--- config.mk ---
export PLATFORM = sky130hd
export DESIGN_NAME = intr_entry_sequencer
export DESIGN_NICKNAME = d
export VERILOG_FILES = /design/src/rtl/intr_entry_sequencer.sv
export SDC_FILE = /design/constraint.sdc
export NUM_CORES = 1
export LEC_CHECK = 0
export ABC_AREA = 1
export CORE_MARGIN = 4
export CORE_UTILIZATION = 45
export DETAILED_ROUTE_END_ITERATION = 7
export HOLD_SLACK_MARGIN = 0.08
export PLACE_DENSITY = 0.84
export REMOVE_ABC_BUFFERS = 1
export SYNTH_ARGS = -nofsm -noshare
export SYNTH_HDL_FRONTEND = slang
export SYNTH_SLANG_ARGS = --single-unit
--- constraint.sdc ---
create_clock -name clk -period 2 [get_ports clk]
set_clock_uncertainty 0.2 [all_clocks]
set_input_delay 0.4 -clock clk [delete_from_list [all_inputs] [get_ports clk]]
set_output_delay 0.4 -clock clk [all_outputs]
set_load 0.02 [all_outputs]
--- src/rtl/intr_entry_sequencer.sv ---
// ---------------------------------------------------------------------------
// intr_entry_sequencer
//
// Walks the CPU through interrupt entry once the port/interrupt block has
// latched a pending interrupt: freeze fetch and flush IF/ID, wait for the
// pipeline to drain, push the return PC on the stack, fetch the ISR vector,
// load the PC, then clear the pending flag and release HLT. Further entries
// are blocked until the CU executes RTI.
//
// state  | meaning
// -------+-------------------------------------------------------------
// IDLE   | waiting for intr_flag & ie & !in_isr; applies RTI
// DRAIN  | fetch frozen, minimum drain count then wait for pipe_idle
// SAVE   | writing return PC to M[sp_in], held until mem_ack
// VECTOR | reading ISR address from M[VEC_ADDR], held until mem_ack
// FINISH | one cycle: clear flag, release HLT, unfreeze fetch
//
// Ports
//   clk          system clock, rising edge
//   rst          asynchronous reset, active low
//   intr_flag    latched pending interrupt
//   intr_clear   pulse: clear intr_flag
//   ie           global interrupt enable
//   rti_en       CU executing RTI
//   pipe_idle    nothing in flight past fetch
//   pc_in        return address
//   sp_in        current stack pointer
//   stall_fetch  freeze PC and fetch
//   flush        pulse: squash IF/ID on entry
//   mem_req      memory request, held until mem_ack
//   mem_we       1 = write, 0 = read
//   mem_addr     memory address
//   mem_wdata    write data (pc_in resized to DATA_W)
//   mem_ack      memory done, read data valid same cycle
//   mem_rdata    read data
//   sp_dec       pulse: decrement SP after the push
//   pc_load      pulse: load PC with pc_load_val
//   pc_load_val  ISR address
//   hlt_release  pulse: clear HLT in the CU
//   in_isr       high from vector load until RTI
//   busy         high whenever not IDLE
// ---------------------------------------------------------------------------
module intr_entry_sequencer #(
  parameter int ADDR_W       = 8,
  parameter int DATA_W       = 8,
  parameter int DRAIN_CYCLES = 4,
  parameter logic [ADDR_W-1:0] VEC_ADDR = ADDR_W'(8'h01)
) (
  input  logic              clk,
  input  logic              rst,
  input  logic              intr_flag,
  output logic              intr_clear,
  input  logic              ie,
  input  logic              rti_en,
  input  logic              pipe_idle,
  input  logic [ADDR_W-1:0] pc_in,
  input  logic [ADDR_W-1:0] sp_in,
  output logic              stall_fetch,
  output logic              flush,
  output logic              mem_req,
  output logic              mem_we,
  output logic [ADDR_W-1:0] mem_addr,
  output logic [DATA_W-1:0] mem_wdata,
  input  logic              mem_ack,
  input  logic [DATA_W-1:0] mem_rdata,
  output logic              sp_dec,
  output logic              pc_load,
  output logic [ADDR_W-1:0] pc_load_val,
  output logic              hlt_release,
  output logic              in_isr,
  output logic              busy
);

  typedef enum logic [2:0] {
    S_IDLE   = 3'd0,
    S_DRAIN  = 3'd1,
    S_SAVE   = 3'd2,
    S_VECTOR = 3'd3,
    S_FINISH = 3'd4
  } state_t;

  // Drain counter starts at DRAIN_CYCLES-1 and is compared against zero in
  // its registered form, so DRAIN always lasts at least DRAIN_CYCLES cycles.
  localparam logic [3:0] CNT_INIT = 4'(DRAIN_CYCLES - 1);

  state_t            state, state_nxt;
  logic [3:0]        cnt, cnt_nxt;
  logic              rti_pend, rti_pend_nxt;
  logic              in_isr_nxt;
  logic              flush_nxt, sp_dec_nxt, pc_load_nxt;
  logic              stall_nxt, mem_req_nxt, mem_we_nxt;
  logic              intr_clear_nxt, hlt_release_nxt, busy_nxt;
  logic [ADDR_W-1:0] mem_addr_nxt, pc_load_val_nxt;
  logic [DATA_W-1:0] mem_wdata_nxt;
  logic [DATA_W-1:0] wdata_ext;
  logic [ADDR_W-1:0] rdata_pc;

  // Sized casts zero-extend or truncate as needed.
  assign wdata_ext = DATA_W'(pc_in);
  assign rdata_pc  = ADDR_W'(mem_rdata);

  always_comb begin
    state_nxt       = state;
    cnt_nxt         = cnt;
    rti_pend_nxt    = rti_pend;
    in_isr_nxt      = in_isr;
    mem_addr_nxt    = mem_addr;
    mem_wdata_nxt   = mem_wdata;
    pc_load_val_nxt = pc_load_val;
    flush_nxt       = 1'b0;
    sp_dec_nxt      = 1'b0;
    pc_load_nxt     = 1'b0;

    // RTI seen mid-sequence is held until we are back in IDLE.
    if (state != S_IDLE && rti_en) begin
      rti_pend_nxt = 1'b1;
    end

    case (state)
      S_IDLE: begin
        rti_pend_nxt = 1'b0;
        // in_isr is registered, so an RTI that coincides with a pending
        // interrupt ends service now and the new entry starts next cycle.
        if (rti_en || rti_pend) begin
          in_isr_nxt = 1'b0;
        end
        if (intr_flag && ie && !in_isr) begin
          state_nxt = S_DRAIN;
          flush_nxt = 1'b1;
          cnt_nxt   = CNT_INIT;
        end
      end
      S_DRAIN: begin
        if (cnt != 4'd0) begin
          cnt_nxt = cnt - 4'd1;
        end else if (pipe_idle) begin
          // Capture address/data once so the write stays stable even if
          // sp_in or pc_in move while the memory is stalling.
          state_nxt     = S_SAVE;
          mem_addr_nxt  = sp_in;
          mem_wdata_nxt = wdata_ext;
        end
      end
      S_SAVE: begin
        if (mem_ack) begin
          state_nxt     = S_VECTOR;
          sp_dec_nxt    = 1'b1;
          mem_addr_nxt  = VEC_ADDR;
          mem_wdata_nxt = '0;
        end
      end
      S_VECTOR: begin
        if (mem_ack) begin
          state_nxt       = S_FINISH;
          pc_load_nxt     = 1'b1;
          pc_load_val_nxt = rdata_pc;
          in_isr_nxt      = 1'b1;
          mem_addr_nxt    = '0;
        end
      end
      S_FINISH: begin
        state_nxt = S_IDLE;
      end
      default: begin
        state_nxt = S_IDLE;
      end
    endcase

    // Level outputs follow the state being entered, so they change on the
    // same edge as the state register.
    stall_nxt       = (state_nxt == S_DRAIN) || (state_nxt == S_SAVE) ||
                      (state_nxt == S_VECTOR);
    mem_req_nxt     = (state_nxt == S_SAVE) || (state_nxt == S_VECTOR);
    mem_we_nxt      = (state_nxt == S_SAVE);
    intr_clear_nxt  = (state_nxt == S_FINISH);
    hlt_release_nxt = (state_nxt == S_FINISH);
    busy_nxt        = (state_nxt != S_IDLE);
  end

  always_ff @(posedge clk or negedge rst) begin
    if (!rst) begin
      state       <= S_IDLE;
      cnt         <= 4'd0;
      rti_pend    <= 1'b0;
      in_isr      <= 1'b0;
      stall_fetch <= 1'b0;
      flush       <= 1'b0;
      mem_req     <= 1'b0;
      mem_we      <= 1'b0;
      mem_addr    <= '0;
      mem_wdata   <= '0;
      sp_dec      <= 1'b0;
      pc_load     <= 1'b0;
      pc_load_val <= '0;
      intr_clear  <= 1'b0;
      hlt_release <= 1'b0;
      busy        <= 1'b0;
    end else begin
      state       <= state_nxt;
      cnt         <= cnt_nxt;
      rti_pend    <= rti_pend_nxt;
      in_isr      <= in_isr_nxt;
      stall_fetch <= stall_nxt;
      flush       <= flush_nxt;
      mem_req     <= mem_req_nxt;
      mem_we      <= mem_we_nxt;
      mem_addr    <= mem_addr_nxt;
      mem_wdata   <= mem_wdata_nxt;
      sp_dec      <= sp_dec_nxt;
      pc_load     <= pc_load_nxt;
      pc_load_val <= pc_load_val_nxt;
      intr_clear  <= intr_clear_nxt;
      hlt_release <= hlt_release_nxt;
      busy        <= busy_nxt;
    end
  end

endmodule

# --- After elaboration in Yosys (flattened, before gate mapping) ---
# Index checks and enable logic that the tools add are counted.
op_classes:
  addsub: 1
  eq_ne: 14
  n_mux: 27
  reduce_logical: 22
op_table:
  columns: ["op", "count"]
  rows:
  - ["$mux 8", 6]
  - ["$pmux 8 s3", 1]
  - ["$pmux 8 s2", 1]
  - ["$mux 3", 5]
  - ["$ne 2x2->1 const B", 7]
  - ["$eq 3x2->1 const B", 4]
  - ["$pmux 3 s4", 1]
  - ["$mux 1", 9]
  - ["$reduce_bool 3->1", 3]
  - ["$mux 4", 2]
  - ["$pmux 4 s2", 1]
  - ["$reduce_bool 2->1", 4]
  - ["$eq 3x1->1 const B", 2]
  - ["$reduce_and 3->1", 2]
  - ["$reduce_and 5->1", 1]
  - ["$logic_or 1x1->1", 4]
  - ["$reduce_and 4->1", 1]
  - ["$reduce_bool 4->1", 1]
  - ["$sub 4x1->4 const B", 1]
  - ["$eq 3x3->1 const B", 1]
  - ["$logic_and 1x1->1", 3]
  - ["$logic_not 3->1", 1]
  - ["$pmux 1 s2", 1]
  - ["$reduce_and 2->1", 1]
  - ["$logic_not 1->1", 1]
word_totals:
  register_bits: 41
  output_inout_bits: 34
  wordCells: 79

# --- Depth between registers and ports, before layout ---
depth:
  word_depth: 7
  ltp_mapped: 9
  ltp_nobuf: 9

# --- Worst setup path before layout ---
# Ideal clock, no wire load.
synth_path:
  path_type: "flip-flop to flip-flop"
  startpoint: "reg cnt[0]"
  endpoint: "reg mem_addr[0]"
  arrival_ps: 1265
  required_ps: 1735
  slack_ps: 470
  path_stages_with_launch: 9
  synth_period_minus_slack_ps: 1530
  path_cell_list: "dfrtp_1 inv_1 ha_1 nand2_2 nand2_1 nand3_4 nor2_8 nand2_2 nand2_1"
synth_via:
  elab_chain_len: 3
synth_lines:
  columns: ["item", "line", "source"]
  rows:
  - ["start, declared", "87", "logic [3:0] cnt, cnt_nxt;"]
  - ["start signal, assigned", "200", "cnt <= cnt_nxt;"]
  - ["$reduce_bool 4->1", "134", "if (cnt != 4'd0) begin"]
  - ["$ne 2x2->1 (no source line)", null, null]
  - ["$reduce_and 5->1 (no source line)", null, null]
  - ["end signal, assigned", "207", "mem_addr <= mem_addr_nxt;"]
  - ["end, declared", "62", "output logic [ADDR_W-1:0] mem_addr,"]
# Every way passes these cells.
# A chain may end at the register's enable or synchronous reset.

# --- Worst setup path after layout ---
layout_path:
  startpoint: "reg in_isr"
  endpoint: "out in_isr"
layout_rtl:
  columns: ["item", "line", "source"]
  rows:
  - ["start, declared", "70", "output logic in_isr,"]
  - ["start signal, assigned", "202", "in_isr <= in_isr_nxt;"]
# No word-level cell between the ends.

==> metrics <==
DR vias/cell 4.586; crit path max-delay cell type clkdlybuf4s50_1; Critical Path End Type primary output; synth-to-layout area growth 42.44%; CP cell instances clkdlybuf4s50_1; combinational share of power 51.9%; maxcap violations 0; setup_tns 0 ns; Max Fclk 0.5266 GHz; hold slack final 0.2814 ns; Register-to-Register Path Depth 8; Seq/Total Area, Yosys 52.10%; final wirelength 4403 um; vias in the first global route 1739; Clock Tree Buf Depth 2; total grt overflow 0; DRC Markers 0; fraction of layout cells with a size suffix above 1 13.53%; min cycle time layout 1.899 ns; Worst IR Drop VDD 0.8112 mV; switching portion of total power 41.55%; Die Y-Extent 74.16 um; Starting Density 47.86%; synthesized flop and latch total 41; Hold Crit Endpoint mem_wdata[4]; CTS tree yes; Overall Global Routing Usage 18.44%; Avg Inst Size Synth 8.563 um2; post-route ant nets 0; drt first pass iters 4; Pwr per Cell Area 1503 nW/um2; Worst Hold Class reg2reg; I/O Buffers 64; internal cell power 2465 uW; initial antenna violation count 0; clock latency on the worst-skew pair 0.30 ns; crit-path max cell delay 0.62 ns; Crit Path Max Fanout 4; library cells used by synthesis 27; mean routed wirelength per cell 12.47 um; Ys Warns 0; setup slack, reg-to-reg 0.28 ns; chip width 74.16 um; Top FF cell, synth dfrtp_1; Num CTS Buffers 5; first-pass GRT wire length 7686 um; Initial DRC Count 78; clock network power share 16.0%; H-tree depth 2; die area 5499 um2; Critical Path RT 1.40 ns; min-delay src mem_wdata[4]; CTS Sinks 41; FFs w/ async S/R, synth 100.0%; top cell family by delay on the critical path buffers and inverters; WP buf/inv 1; status finished clean; most common cell after layout, fill and taps aside nand2_1; final hold vios 0; critical path arrival 1.30 ns; Placer Congestion 0.7827; Startpoint Class flip-flop; largest net degree at the start of global routing 42; # IOs 65; RSZ-0062 raised after global routing false; FF-to-FF End mem_addr[5]; commonest cells after routing, fill and taps aside 74 x nand2_1, 63 x clkdlybuf4s50_1, 41 x dfrtp_1, 30 x inv_1, 24 x nor2_1; Post-Synthesis Cells 230; Crit Path Category reg2out; NumNets Final 335; post-cts resize count 0; Slew HR 74.22%; Min-Delay Path Depth 2; cell row count 23; Final Max Slew Viols 0; P_sw 1752 uW; # diodes 0; fraction of power consumed by sequential logic 32.1%; Reg clk slew, reported paths 0.08 ns; DR vias 1619; synthesized cell area 1969 um2; DP HPWL 3274 um; clock root buffer clkbuf_8; final setup fails 0; Post-synth EDFFs 0; Least-Margin Pin Slew 0.3852 ns; Final Cycle Share 94.96%; RR Startpoint cnt[0]; core area 4115 um2; Leak 0.001467 uW
==> final cells by class <==
| class | instances | area, um2 |
|---|---|---|
| fill | 350 | 1310 |
| clock inverter | 3 | 46.29 |
| sequential | 41 | 1026 |
| multi-input combinational | 151 | 787.0 |
| inverter | 35 | 133.9 |
| timing repair buffer | 68 | 680.7 |
| tap | 50 | 62.56 |
| clock buffer | 5 | 68.82 |
==> sequential cells by signal, summed over array words and instances, names as in the netlist <==
| register | count |
|---|---|
| stall_fetch | 1 |
| sp_dec | 1 |
| mem_we | 1 |
| busy | 1 |
| cnt | 4 |
| flush | 1 |
| mem_wdata | 8 |
| state | 3 |
| in_isr | 1 |
| mem_req | 1 |
| mem_addr | 8 |
| pc_load | 1 |
| hlt_release | 1 |
| rti_pend | 1 |
| pc_load_val | 8 |
==> cells in the mapped netlist (all sizes together), types with 2 or more instances <==
| cell | instances | area share [%] |
|---|---|---|
| o21ai | 2 | 1.1 |
| nand3b | 10 | 3.8 |
| inv | 34 | 6.6 |
| dfrtp | 41 | 52 |
| buf | 2 | 0.95 |
| nor2 | 27 | 6.2 |
| a21oi | 2 | 1.1 |
| nand3 | 4 | 1.7 |
| o21bai | 8 | 3.0 |
| nand2 | 92 | 20 |
| ha | 2 | 1.3 |
==> how the worst max path moves through the flow <==
stage / from / endpoint / cells past startpoint
after floorplan: cnt[0] / mem_addr[0] / 8
after global placement: mem_ack / mem_addr[3] / 7
after detailed placement: mem_ack / mem_addr[1] / 7
after CTS: in_isr / in_isr / 1
after global routing: in_isr / in_isr / 1
final: in_isr / in_isr / 1
==> per-layer routing <==
layer | share of wire (%) | GRT usage (%) | vias to the layer above
met1 | 43 | 23.55 | 730
li1 | - | - | 830
met3 | 8.4 | 6.486 | 7
met2 | 47 | 29.63 | 52
met5 | 0 | 0 | -
met4 | 1.3 | 5.433 | 0
==> worst min-delay path, delay by kind of cell (launching register included) <==
kind             cells  cell delay (ns)
DFF                  1             0.35
and+or+nand+nor      2             0.11
==> cell families (layout without fill, tap and decap cells) <==
| logic type | after synthesis | after routing | share of synthesized area, % |
|---|---|---|---|
| AND/OR/NAND/NOR | 134 | 134 | 32.34 |
| flip-flops | 41 | 41 | 52.10 |
| buffers and inverters | 38 | 111 | 7.942 |
| AO/OA/AOI/OAI | 14 | 14 | 5.909 |
| adder cells (fa/ha/maj) | 2 | 2 | 1.270 |
| XOR/XNOR | 1 | 1 | 0.4448 |
==> power groups by stage <==
stage                     Combinational (uW)  Clock, uW  Sequential, uW
after floorplan                         1030          0            1670
after detailed placement                2210          0            1370
final                                   2190        675            1350
after global placement                  2140          0            1360
after CTS                               2220        697            1360
after global routing                    2420        744            1400
==> metrics by stage <==
step	total power [uW]	util, %	cells	area (um2)	worst slack, ns
3_3_place_gp	3496	65.13	344	2680	0.1717
2_1_floorplan	2702	-	227	1947	0.4699
6_report	4217	68.17	353	2805	0.1009
3_5_place_dp	3579	65.13	344	2680	0.1207
4_1_cts	4280	68.17	353	2805	0.08039
5_1_grt	4568	68.17	353	2805	0.04834
==> repair_timing <==
action                    CTS  global route
hold endpoints to repair   41             0
setup buffers               0             0
hold buffers                1             0
No activity file was read; power rests on OpenSTA's default activity.
